**config.mk**
```make
export PLATFORM = sky130hd
export DESIGN_NAME = fft_in_framer
export DESIGN_NICKNAME = d
export VERILOG_FILES = /design/src/rtl/fft_framer_pkg.sv /design/src/rtl/sync_fifo.sv /design/src/rtl/fft_in_framer.sv
export SDC_FILE = /design/constraint.sdc
export NUM_CORES = 1
export LEC_CHECK = 0
export ABC_AREA = 1
export BUFFER_PORTS_ARGS = -buffer_cell sky130_fd_sc_hd__buf_2
export CELL_PAD_IN_SITES_DETAIL_PLACEMENT = 2
export CELL_PAD_IN_SITES_GLOBAL_PLACEMENT = 2
export CORE_ASPECT_RATIO = 2
export CORE_MARGIN = 1.5
export CORE_UTILIZATION = 46
export DETAILED_ROUTE_END_ITERATION = 10
export GPL_TIMING_DRIVEN = 0
export PLACE_DENSITY_LB_ADDON = 0.1
export SLEW_MARGIN = 20
export SYNTH_ARGS = -nofsm -noshare
export SYNTH_HDL_FRONTEND = slang
export SYNTH_HIERARCHICAL = 1
export SYNTH_SLANG_ARGS = --single-unit
export TNS_END_PERCENT = 100
```
**constraint.sdc**
```tcl
create_clock -name CLK -period 5.1 [get_ports CLK]
set_input_delay 1.02 -clock CLK [delete_from_list [all_inputs] [get_ports CLK]]
set_output_delay 1.02 -clock CLK [all_outputs]
set_load 0.1 [all_outputs]
```
**src/rtl/fft_framer_pkg.sv**
```systemverilog
// Shared types and default sizes for the FFT input framer.
package fft_framer_pkg;

   typedef enum logic [1:0] {
      IDLE = 2'd0,
      DATA = 2'd1,
      PAD  = 2'd2
   } state_t;

   localparam int DEF_DATA_WIDTH = 18;
   localparam int DEF_LEN_WIDTH  = 11;
   localparam int DEF_FFT_SIZE   = 2048;
   localparam int DEF_FIFO_DEPTH = 64;

   // Output index width for the default FFT size
   localparam int IDX_W = $clog2(DEF_FFT_SIZE);

   // Index width for an arbitrary power-of-two size, never below one bit
   function automatic int idx_width(input int n);
      return (n <= 2) ? 1 : $clog2(n);
   endfunction

endpackage

```
**src/rtl/sync_fifo.sv**
```systemverilog
// First-word fall-through skid FIFO: registered write, combinational head read.
module sync_fifo
   import fft_framer_pkg::*;
#(
   parameter int DATA_WIDTH = DEF_DATA_WIDTH,
   parameter int FIFO_DEPTH = DEF_FIFO_DEPTH
) (
   input  logic                  CLK,
   input  logic                  RST,
   input  logic                  wr_en,
   input  logic [DATA_WIDTH-1:0] wr_data,
   input  logic                  rd_en,
   output logic [DATA_WIDTH-1:0] rd_data,
   output logic                  full,
   output logic                  empty
);

   localparam int AW = idx_width(FIFO_DEPTH);
   localparam logic [AW-1:0] PTR_ONE  = AW'(1);
   localparam logic [AW:0]   CNT_ONE  = (AW + 1)'(1);
   localparam logic [AW:0]   CNT_FULL = (AW + 1)'(FIFO_DEPTH);

   logic [DATA_WIDTH-1:0] mem_q [FIFO_DEPTH];
   logic [AW-1:0]         wr_ptr_q, wr_ptr_d;
   logic [AW-1:0]         rd_ptr_q, rd_ptr_d;
   logic [AW:0]           count_q, count_d;
   logic                  do_wr, do_rd;

   // A read frees a slot in the same cycle, so a full FIFO still takes a write
   // when it is being read.
   always_comb begin
      empty    = (count_q == '0);
      full     = (count_q == CNT_FULL);
      rd_data  = mem_q[rd_ptr_q];
      do_rd    = rd_en && !empty;
      do_wr    = wr_en && (!full || do_rd);
      wr_ptr_d = do_wr ? wr_ptr_q + PTR_ONE : wr_ptr_q;
      rd_ptr_d = do_rd ? rd_ptr_q + PTR_ONE : rd_ptr_q;
      count_d  = count_q;
      case ({do_wr, do_rd})
         2'b10:   count_d = count_q + CNT_ONE;
         2'b01:   count_d = count_q - CNT_ONE;
         default: count_d = count_q;
      endcase
   end

   // Pointer and occupancy registers
   always_ff @(posedge CLK or posedge RST) begin
      if (RST) begin
         wr_ptr_q <= '0;
         rd_ptr_q <= '0;
         count_q  <= '0;
      end else begin
         wr_ptr_q <= wr_ptr_d;
         rd_ptr_q <= rd_ptr_d;
         count_q  <= count_d;
      end
   end

   // Sample storage; contents are don't-care while empty, so no reset
   always_ff @(posedge CLK) begin
      if (do_wr) begin
         mem_q[wr_ptr_q] <= wr_data;
      end
   end

endmodule

```
**src/rtl/fft_in_framer.sv**
```systemverilog
// Frames a non-stallable burst of M samples into one FFT_SIZE block with
// sop/eop markers and zero padding, absorbing FFT backpressure in a FIFO.
module fft_in_framer
   import fft_framer_pkg::*;
#(
   parameter int DATA_WIDTH = DEF_DATA_WIDTH,
   parameter int FFT_SIZE   = DEF_FFT_SIZE,
   parameter int FIFO_DEPTH = DEF_FIFO_DEPTH,
   parameter int LEN_WIDTH  = DEF_LEN_WIDTH
) (
   input  logic                  CLK,
   input  logic                  RST,
   input  logic                  in_start,
   input  logic [LEN_WIDTH-1:0]  frame_len,
   input  logic                  in_valid,
   input  logic [DATA_WIDTH-1:0] data_in,
   input  logic                  fft_ready,
   output logic                  fft_valid,
   output logic [DATA_WIDTH-1:0] fft_data,
   output logic                  fft_sop,
   output logic                  fft_eop,
   output logic                  frame_done,
   output logic                  busy,
   output logic                  err_len,
   output logic                  err_ovf
);

   localparam int IW = idx_width(FFT_SIZE);
   localparam logic [IW-1:0]        IDX_ONE  = IW'(1);
   localparam logic [IW-1:0]        IDX_LAST = IW'(FFT_SIZE - 1);
   localparam logic [LEN_WIDTH-1:0] LEN_ONE  = LEN_WIDTH'(1);

   state_t               state_q, state_d;
   logic [LEN_WIDTH-1:0] len_q, len_d;
   logic [LEN_WIDTH-1:0] in_cnt_q, in_cnt_d;
   logic [IW-1:0]        out_idx_q, out_idx_d;
   logic                 done_q, done_d;
   logic                 err_len_q, err_len_d;
   logic                 err_ovf_q, err_ovf_d;

   logic                  fifo_wr, fifo_rd, fifo_full, fifo_empty;
   logic [DATA_WIDTH-1:0] fifo_rd_data;
   logic                  head_vld, xfer, accept, drop, len_ok, last_data;

   sync_fifo #(
      .DATA_WIDTH (DATA_WIDTH),
      .FIFO_DEPTH (FIFO_DEPTH)
   ) u_fifo (
      .CLK     (CLK),
      .RST     (RST),
      .wr_en   (fifo_wr),
      .wr_data (data_in),
      .rd_en   (fifo_rd),
      .rd_data (fifo_rd_data),
      .full    (fifo_full),
      .empty   (fifo_empty)
   );

   // Output handshake, input acceptance and FIFO control
   always_comb begin
      head_vld   = (state_q == DATA) && !fifo_empty;
      fft_valid  = head_vld || (state_q == PAD);
      fft_data   = head_vld ? fifo_rd_data : '0;
      fft_sop    = fft_valid && (out_idx_q == '0);
      fft_eop    = fft_valid && (out_idx_q == IDX_LAST);
      xfer       = fft_valid && fft_ready;
      accept     = (state_q != IDLE) && in_valid && (in_cnt_q < len_q);
      fifo_wr    = accept;
      fifo_rd    = head_vld && fft_ready;
      drop       = accept && fifo_full && !fifo_rd;
      len_ok     = (frame_len != '0) && (32'(frame_len) <= 32'(FFT_SIZE));
      last_data  = (32'(out_idx_q) == 32'(len_q) - 32'd1);
      busy       = (state_q != IDLE);
      frame_done = done_q;
      err_len    = err_len_q;
      err_ovf    = err_ovf_q;
   end

   // Framing FSM and counters. Dropped samples still count as input, so once
   // every input slot is accounted for and the FIFO has drained, the rest of
   // the block is padded; this keeps the frame exactly FFT_SIZE long.
   always_comb begin
      state_d   = state_q;
      len_d     = len_q;
      in_cnt_d  = accept ? in_cnt_q + LEN_ONE : in_cnt_q;
      out_idx_d = xfer ? out_idx_q + IDX_ONE : out_idx_q;
      done_d    = 1'b0;
      err_len_d = 1'b0;
      err_ovf_d = err_ovf_q || drop;
      case (state_q)
         IDLE: begin
            if (in_start) begin
               if (len_ok) begin
                  state_d   = DATA;
                  len_d     = frame_len;
                  in_cnt_d  = '0;
                  out_idx_d = '0;
               end else begin
                  err_len_d = 1'b1;
               end
            end
         end
         DATA: begin
            err_len_d = in_start;
            if (xfer && fft_eop) begin
               state_d   = IDLE;
               done_d    = 1'b1;
               in_cnt_d  = '0;
               out_idx_d = '0;
            end else if (xfer && last_data) begin
               state_d = PAD;
            end else if (fifo_empty && (in_cnt_q == len_q)) begin
               state_d = PAD;
            end
         end
         PAD: begin
            err_len_d = in_start;
            if (xfer && fft_eop) begin
               state_d   = IDLE;
               done_d    = 1'b1;
               in_cnt_d  = '0;
               out_idx_d = '0;
            end
         end
         default: begin
            state_d = IDLE;
         end
      endcase
   end

   // Control state registers
   always_ff @(posedge CLK or posedge RST) begin
      if (RST) begin
         state_q   <= IDLE;
         len_q     <= '0;
         in_cnt_q  <= '0;
         out_idx_q <= '0;
         done_q    <= 1'b0;
         err_len_q <= 1'b0;
         err_ovf_q <= 1'b0;
      end else begin
         state_q   <= state_d;
         len_q     <= len_d;
         in_cnt_q  <= in_cnt_d;
         out_idx_q <= out_idx_d;
         done_q    <= done_d;
         err_len_q <= err_len_d;
         err_ovf_q <= err_ovf_d;
      end
   end

endmodule

```
[Word-level counts from Yosys, hierarchy flattened]
Memory sizes are Yosys's and may differ from the RTL's.
Cells that the tools add are included.
Word-level totals
  register bits: 57
  memory bits (writable): 1152
  input bits: 34
  output and inout bits: 25
  logic and storage cells: 86
  memories: 1
Cells by class
  add/sub/neg operators: 7
  order comparisons: 1
  equal/unequal tests: 12
  mux-type cells: 26
  reduce and logical (&&, ||, !) cells: 29
Memories
  u_fifo.mem_q: depth 64, bits a word 18, rd ports 1, clocked after Yosys merged registers in 0, write ports 1, RTL line sync_fifo.sv:23  | logic [DATA_WIDTH-1:0] mem_q [FIFO_DEPTH];
Operators with widths (number)
  $mux 11: 8
  $pmux 11 s2: 2
  $eq 11x32->1: 1
  $add 11x1->11 const B: 2
  $mux 18: 1
  $logic_and 1x1->1: 14
  $pmux 7 s2: 1
  $add 6x1->6 const B: 2
  $mux 2: 6
  $sub 11x1->12 const B: 1
  $eq 11x11->1: 1
  $eq 11x11->1 const B: 1
  $logic_not 11->1: 1
  $lt 11x11->1: 1
  $reduce_bool 11->1: 1
  $add 7x1->7 const B: 1
  $eq 7x7->1 const B: 1
  $logic_not 7->1: 1
  $sub 7x1->7 const B: 1
  $mux 1: 6
  $pmux 2 s3: 1
  $eq 2x1->1 const B: 2
  $eq 2x2->1 const B: 2
  $ne 2x2->1 const B: 2
  other kinds (10): 15

[Logic depth before layout (Yosys ltp)]
Gate-level depths: netlist of the first run.
  word-level depth: 9
  depth in mapped cells: 22
  gate-level depth less buffers: 20

[By module]
The synthesis of the first run kept the hierarchy.
Modules (own cells, without submodules)
  sync_fifo: instances 1, cells each 4479, area each 49129.6 um^2, sequential area each 35068.6 um^2
  fft_in_framer: instances 1, cells each 416, area each 2895.3 um^2, sequential area each 950.9 um^2

[Worst setup path before layout of the first run]
OpenSTA, ideal clock, no wires.
  path kind: register to output
  start point: register u_fifo.count_q[0]
  end point: output port fft_eop
  arrival: 4.188 ns
  data required time: 4.080 ns
  path slack: -0.108 ns
  stages on the path, launching flop included: 9
  path buffers: 0
  cells stage by stage: dfrtp_1 nor2_1 nand2_1 nor2_1 inv_1 nand2_1 nand2_2 inv_1 nor4_1
Between the ends
  word-level cells in the longest chain between the ends: 5
RTL lines
  start: declaration: RTL line sync_fifo.sv:26  | logic [AW:0] count_q, count_d;
  start signal: assignment: RTL line sync_fifo.sv:56  | count_q <= count_d;
  $logic_not 7->1: RTL line sync_fifo.sv:32  | empty = (count_q == '0);
  net fifo_empty: RTL line fft_in_framer.sv:41  | logic fifo_wr, fifo_rd, fifo_full, fifo_empty;
  $logic_not 1->1: RTL line fft_in_framer.sv:61  | head_vld = (state_q == DATA) && !fifo_empty;
  $logic_and 1x1->1: RTL line fft_in_framer.sv:61
  $logic_or 1x1->1: RTL line fft_in_framer.sv:62  | fft_valid = head_vld || (state_q == PAD);
  net fft_valid: RTL line fft_in_framer.sv:18  | output logic fft_valid,
  $logic_and 1x1->1: RTL line fft_in_framer.sv:65  | fft_eop = fft_valid && (out_idx_q == IDX_LAST);
  end: declaration: RTL line fft_in_framer.sv:21  | output logic fft_eop,
The timed path passes the listed nets, and every way through them passes these cells.

[Worst setup path in the final report of the first run]
  start point: register u_fifo.rd_ptr_q[1]
  end point: output port fft_data[11]
Between the ends
  word-level cells in the longest chain between the ends: 2
RTL lines
  start: declaration: RTL line sync_fifo.sv:25  | logic [AW-1:0] rd_ptr_q, rd_ptr_d;
  start signal: assignment: RTL line sync_fifo.sv:55  | rd_ptr_q <= rd_ptr_d;
  $mem_v2 64x18
  net fifo_rd_data[11]: RTL line fft_in_framer.sv:42  | logic [DATA_WIDTH-1:0] fifo_rd_data;
  $mux 18: RTL line fft_in_framer.sv:63  | fft_data = head_vld ? fifo_rd_data : '0;
  end: declaration: RTL line fft_in_framer.sv:19  | output logic [DATA_WIDTH-1:0] fft_data,
The timed path passes the listed nets, and every way through them passes these cells.

==> flow_metrics.py, run 1 <==
metrics = {
    "logic_synthesis": {
        "synth.top_cell.area_share_pct": 66.5,
        "yosys_warnings": 6,
        "async_flop_share_pct": 4.71,
        "synth.largest_area_cell": "edfxtp_1",
        "synthMuxAreaShare_pct": 0,
        "synth_top_family_by_area": "simple AND/OR/NAND/NOR gates",
        "synth_area_leaders": "edfxtp_1, nand2_1, nand3_1",
        "syn_inst": 4895,
        "syn_nets": 4956,
        "netlist_top_cells_count": "nand2_1, edfxtp_1, nand3_1",
        "ys_seq_area_share_pct": 69.2,
        "ys.flop_type": "edfxtp_1",
        "synth.avg_cell_area_sq_um": 10.6,
        "synth-compound-area-share_pct": 2.56,
        "syn_area_sq_mm": 0.0520,
        "synth_xor_area_share_pct": 0.455,
        "synth-simple-area-share_pct": 21.3,
        "yosys.cell_types.count": 45,
        "ys_ff_latch": 1209,
        "yosysMostFrequentCell": "nand2_1",
        "synth_edf_count": 1152,
        "synthAdderAreaFrac_pct": 0.664,
    },
    "power_and_ir_drop": {
        "p_leak_nw": 23.6,
        "p_seq_share_pct": 31.5,
        "power.internal_w": 0.0194,
        "clock_power_share_pct": 24.2,
        "p_switching_w": 0.0169,
        "netSwitchingFraction_pct": 46.6,
        "power.density_mw_per_mm2": 607,
        "combPwrFrac_pct": 44.3,
        "peakVddDrop_mv": 0.518,
    },
    "status": {
        "status": "finished with violations",
        "violations": "negative setup slack",
    },
    "critical_path": {
        "worstPathRequired_ps": 4080,
        "slowest_delay_ps": 480,
        "worstRegToRegCells": 13,
        "crit_path_max_fanout": 11,
        "r2r_start": "u_fifo/count_q[0]$_DFFE_PP0P_",
        "cp-startpoint": "u_fifo/rd_ptr_q[1]$_DFFE_PP0N_",
        "reg2reg_to": "u_fifo/mem_q[4][11]$_DFFE_PP_",
        "cp_slowest_cell": "dfrtp_1",
        "crit_arrival_ps": 4210,
        "startpoint_type": "register",
        "path_class": "register to output port",
        "critPathCaptureType": "output port",
        "crit_top_cell": "nand3_1",
        "rrSetupSlack_ps": 180,
        "endpoint": "fft_data[11]",
        "cp_cell_sequence": "buf_4 -> buf_4 -> buf_2 -> nand3_1 -> nand3_1 -> nand3_1 -> nand2_1 -> nand3_1 -> nand2_1 -> inv_1 -> nor2_1 -> buf_6",
    },
    "placement": {
        "gp_congestion": 0.954,
        "pre_cts_slack_ps": 57.7,
        "io_buffers": 58,
        "dpl.hpwl_mm": 161,
        "placed_cells": 6508,
    },
    "cells_and_area": {
        "drive_gt1_share_pct": 11.7,
        "nets": 5183,
        "area_growth_pct": 15.0,
        "fin_cells": 6718,
    },
    "sta": {
        "hold_violations": 0,
        "fin_ws_ps": -132,
        "slew_headroom_pct": 17.3,
        "fin_crit_sh_pct": 103,
        "tightestPinTransition_ps": 1240,
        "min_period_ps": 5230,
        "clock_skew_ps": 39.0,
        "timing.hold.ws_ps": 330,
        "slew_violations": 0,
        "rsz0062_at_grt": "true",
        "max_freq_ghz": 0.191,
        "setup_viol": 10,
        "setup_tns_ps": -718,
    },
    "clocking": {
        "cts_root_buffer": "clkbuf_16",
        "cts_tree": "built",
        "cts_setup_buffers": 0,
        "clkLatencyLatePin_ps": 780,
        "clock-sinks": 1209,
        "clock_path_buffers": 3,
        "h-tree-depth": 3,
        "clk_pin_slew_ps": 70,
        "cts_made_buffers": 108,
        "hold_buffers": 0,
    },
    "grt": {
        "grt_max_degree": 53,
        "antenna_found_initial": 15,
        "grt_pass1_vias": 45300,
        "overflow": 0,
        "gr-usage-all-layers_pct": 41.3,
        "grt_first_pass_wirelength_mm": 329,
    },
    "floorplanning": {
        "row_count": 174,
        "dieArea_sq_mm": 0.115,
        "initial_core_util_pct": 46.3,
        "die_h_um": 479,
        "io-pin-count": 59,
        "core_sq_mm": 0.112,
        "die_w_um": 241,
    },
    "flow_run": {
        "cap_violations": 0,
    },
    "routing": {
        "drc": 0,
        "drt_iter0_markers": 3585,
        "vias": 40600,
        "antenna_left": 0,
        "drtPass1Iterations": 5,
        "postRouteWirelength_mm": 234,
        "wl_per_cell_um": 34.8,
        "routed_via_density": 6.05,
    },
    "hold_path": {
        "hold_class": "input port to asynchronous set/reset pin",
    },
}
-- metrics by stage --
step	utilization, %	instance area (sq um)	total power [W]
final	53.3	59800	0.0363
after global routing	53.2	59800	0.0372
after CTS	53.1	59700	0.0357
after detailed placement	49.7	55800	0.0265
after global placement	48.2	54200	0.0256
after floorplan	-	52000	0.0195
-- per-layer routing --
metal	part of all wire, %	track usage [%]	up-vias
li1	-	-	16800
met1	32	41.9	20800
met2	50	70.8	2162
met3	6.7	7.86	928
met4	11	38.2	8
met5	0.020	0	-
-- worst max-delay path, delay by kind of cell, from the launching register on --
| kind | cells | cell delay [ps] |
|---|---|---|
| and+or+nand+nor | 7 | 1360 |
| DFF | 1 | 480 |
| buffers and inverters | 5 | 1570 |
-- layout make-up --
class | instances | area (sq um)
fillers | 11300 | 52500
flip-flops and latches | 1209 | 36000
multi-input cells | 2966 | 13500
clock buffers | 137 | 2930
well taps | 1496 | 1870
inverters | 472 | 1780
repair buffers | 117 | 1630
plain buffers | 248 | 1340
clock inverters | 66 | 732
diodes | 7 | 17.5
-- power by group through the flow --
stage | Combinational [W] | Clock (W) | Sequential [W]
3_3_place_gp | 0.0139 | 0 | 0.0116
2_1_floorplan | 0.00790 | 0 | 0.0116
4_1_cts | 0.0154 | 0.00883 | 0.0114
3_5_place_dp | 0.0148 | 0 | 0.0117
6_report | 0.0161 | 0.00879 | 0.0115
5_1_grt | 0.0166 | 0.00913 | 0.0115
-- what timing repair did --
item,in CTS,in global routing
hold endpoints to repair,0,0
setup endpoints to repair,18,15
gates resized for setup,68,39
pin swaps,0,1
-- worst min-delay path by stage --
stage / startpoint / endpoint / slack [ps]
finish: RST / out_idx_q[9]$_DFF_PP0_ / 330
global route: RST / out_idx_q[9]$_DFF_PP0_ / 370
CTS: RST / out_idx_q[9]$_DFF_PP0_ / 310
detailed placement: err_ovf$_DFF_PP0_ / err_ovf$_DFF_PP0_ / 490
global placement: u_fifo/count_q[5]$_DFFE_PP0P_ / u_fifo/count_q[5]$_DFFE_PP0P_ / 500
floorplan: len_q[1]$_DFFE_PP0P_ / len_q[1]$_DFFE_PP0P_ / 470
-- cells in the final DEF (no fill, tap or decap), drive strengths merged, types with 3 or more instances in the layout --
cell type,Yosys,routed
a211oi,3,3
edfxtp,1152,1152
dfrtp,57,57
ha,26,26
nor2,327,327
o211ai,54,54
buf,194,308
bufinv,0,13
clkinv,3,43
clkinvlp,0,6
a21oi,88,88
diode,0,7
nand2,1677,1677
inv,469,476
nand4,14,14
clkbuf,54,194
o21ai,74,74
nor3,10,10
o21bai,3,3
xnor2,6,6
xor2,21,21
nand3,652,652
-- flip-flops by register name, summed over array words and instances, names as in the netlist --
register         flops
err_len              1
u_fifo/count_q       7
err_ovf              1
u_fifo/rd_ptr_q      6
out_idx_q           11
u_fifo/wr_ptr_q      6
frame_done           1
u_fifo/mem_q      1152
state_q              2
in_cnt_q            11
len_q               11
-- cell families after synthesis --
logic type,Yosys count
buffers and inverters,720
AND/OR/NAND/NOR,2685
adder cells (fa/ha/maj),27
AO/OA/AOI/OAI,227
flip-flops,1209
XOR/XNOR,27
Note: power is estimated with default switching activity, not from simulation.
==> inputs of run 2 (changes only) <==
Settings changed: REMOVE_ABC_BUFFERS set to 1.
==> run 2 against run 1 <==
Against the previous run:
- the run still ends with negative setup slack left
- critical endpoint is now fft_data[15]
- largest power group unchanged
- combinational power fell by 2%
- clock power fell by 1%
- clock skew fell by 2.3 ps
==> flow_metrics.py, run 2 (same netlist as run 1, synthesis figures left out) <==
metrics = {
    "cells_and_area": {
        "area_growth_pct": 14.7,
        "finalInstanceArea_sq_mm": 0.0597,
        "final_common_cell": "nand2_1",
        "final_cell_mix": "nand2_1, edfxtp_1, nand3_1",
        "final_util_pct": 53.1,
        "drive_gt1_share_pct": 9.51,
        "fill_cells": 11100,
        "largest_reg_flops": 1152,
        "largest_register": "u_fifo/mem_q",
        "nets": 4984,
    },
    "critical_path": {
        "startpoint_type": "register",
        "critPathCaptureType": "output port",
        "crit_path_max_fanout": 43,
        "cp-startpoint": "u_fifo/rd_ptr_q[2]$_DFFE_PP0N_",
        "worstPathRequired_ps": 4080,
        "crit_arrival_ps": 4390,
        "r2r_start": "len_q[4]$_DFFE_PP0P_",
        "path_class": "register to output port",
    },
    "power_and_ir_drop": {
        "p_total_w": 0.0360,
        "peakVddDrop_mv": 0.484,
        "power.density_mw_per_mm2": 604,
        "p_leak_nw": 23.3,
    },
    "sta": {
        "max_freq_ghz": 0.185,
        "rsz0062_at_grt": "true",
        "slew_headroom_pct": 22.2,
        "hold_violations": 0,
        "clock_skew_ps": 36.7,
        "fin_crit_sh_pct": 106,
        "setup_viol": 15,
        "min_period_ps": 5410,
        "tightestPinTransition_ps": 1170,
        "fin_ws_ps": -315,
        "slew_violations": 0,
    },
    "placement": {
        "gp_congestion": 0.786,
        "placed_area_sq_mm": 0.0550,
        "dpl.hpwl_mm": 114,
        "io_buffers": 58,
    },
    "clocking": {
        "clkLatencyLatePin_ps": 770,
        "cts_made_buffers": 109,
        "clock-sinks": 1209,
        "clock_path_buffers": 3,
        "cts_root_buffer": "clkbuf_16",
        "cts_tree": "built",
        "clk_pin_slew_ps": 70,
        "h-tree-depth": 3,
    },
    "floorplanning": {
        "die_w_um": 241,
        "initial_core_util_pct": 46.3,
        "io-pin-count": 59,
        "core_sq_mm": 0.112,
        "dieArea_sq_mm": 0.115,
        "row_count": 174,
        "die_h_um": 479,
    },
    "routing": {
        "drc": 0,
        "drt_iter0_markers": 3684,
        "postRouteWirelength_mm": 217,
        "drtPass1Iterations": 5,
        "wl_per_cell_um": 33.4,
        "antenna_left": 0,
        "routed_via_density": 6.06,
        "vias": 39500,
    },
    "grt": {
        "gr-usage-all-layers_pct": 36.9,
        "grt_pass1_vias": 43800,
        "busiest_layer": "met2",
        "grt_first_pass_wirelength_mm": 302,
        "antenna_found_initial": 8,
        "overflow": 0,
        "use_met3_pct": 5.19,
        "grt_max_degree": 65,
        "grt_use_met1_pct": 38.9,
        "grt.met2_usage_pct": 65.0,
    },
    "status": {
        "violations": "negative setup slack",
        "status": "finished with violations",
    },
    "flow_run": {
        "cap_violations": 0,
    },
    "hold_path": {
        "hold_class": "input port to asynchronous set/reset pin",
    },
}
run 2: per-layer routing:
layer / wire [um] / part of all wire, %
met5: 88 / 0.040
met4: 19800 / 9.1
met3: 13700 / 6.3
met2: 112000 / 51
met1: 72100 / 33
run 2: worst paths after layout:
| kind | endpoint | slack (ps) | cells past startpoint |
|---|---|---|---|
| min | in_cnt_q[1]$_DFF_PP0_ | 260 | 2 |
| max | fft_data[15] | -310 | 13 |
| min in group CLK | err_ovf$_DFF_PP0_ | 490 | 1 |
| max reg2reg | u_fifo/mem_q[18][5]$_DFFE_PP_ | 330 | 13 |
| max in group asynchronous | u_fifo/rd_ptr_q[2]$_DFFE_PP0N_ | 4190 | 2 |
| min reg2reg | err_ovf$_DFF_PP0_ | 490 | 1 |
run 2: final cells by class:
class / instances / area, sq um / area share (%)
sequential: 1209 / 36000 / 60.4
multi-input combinational: 2967 / 13600 / 22.8
clock buffer: 133 / 2900 / 4.86
timing repair buffer: 162 / 2790 / 4.67
tap: 1496 / 1870 / 3.14
inverter: 472 / 1830 / 3.07
clock inverter: 70 / 644 / 1.08
timing repair inverter: 2 / 17.5 / 0.0293
antenna: 2 / 5.00 / 0.00839
run 2: critical path, stage by stage, from the launching register on:
cell	delay, ps
dfrtp_4	520
buf_16	220
inv_8	240
buf_16	260
nand2_8	220
buf_16	300
a21oi_1	190
nor2_1	130
nand2_1	450
nand3_1	370
nand2_1	180
inv_1	50
nor2_1	130
buf_6	240
run 2: repair_timing:
item                                    4_1_cts  5_1_grt
cloned                                       18        8
pin swaps                                     1        2
hold buffers                                  0        0
resized for setup                            57       29
buffers inserted                              8        2
endpoints found under the setup margin       18       78
run 2: metrics by stage:
stage / TNS (ps) / worst slack, ps / instances / hold slack [ps]
finish: -1080 / -315 / 6513 / 265
floorplan: -449630 / -22200 / 4647 / 475
global placement: -2312190 / -63550 / 6201 / 466
CTS: -23.9 / -23.9 / 6501 / 245
global route: -1380 / -329 / 6511 / 272
detailed placement: -2440 / -259 / 6272 / 479
run 2: power by group:
group          internal [W]  switching, W
logic               0.00408        0.0116
clock network       0.00460       0.00410
registers            0.0112      0.000412
total                0.0199        0.0161
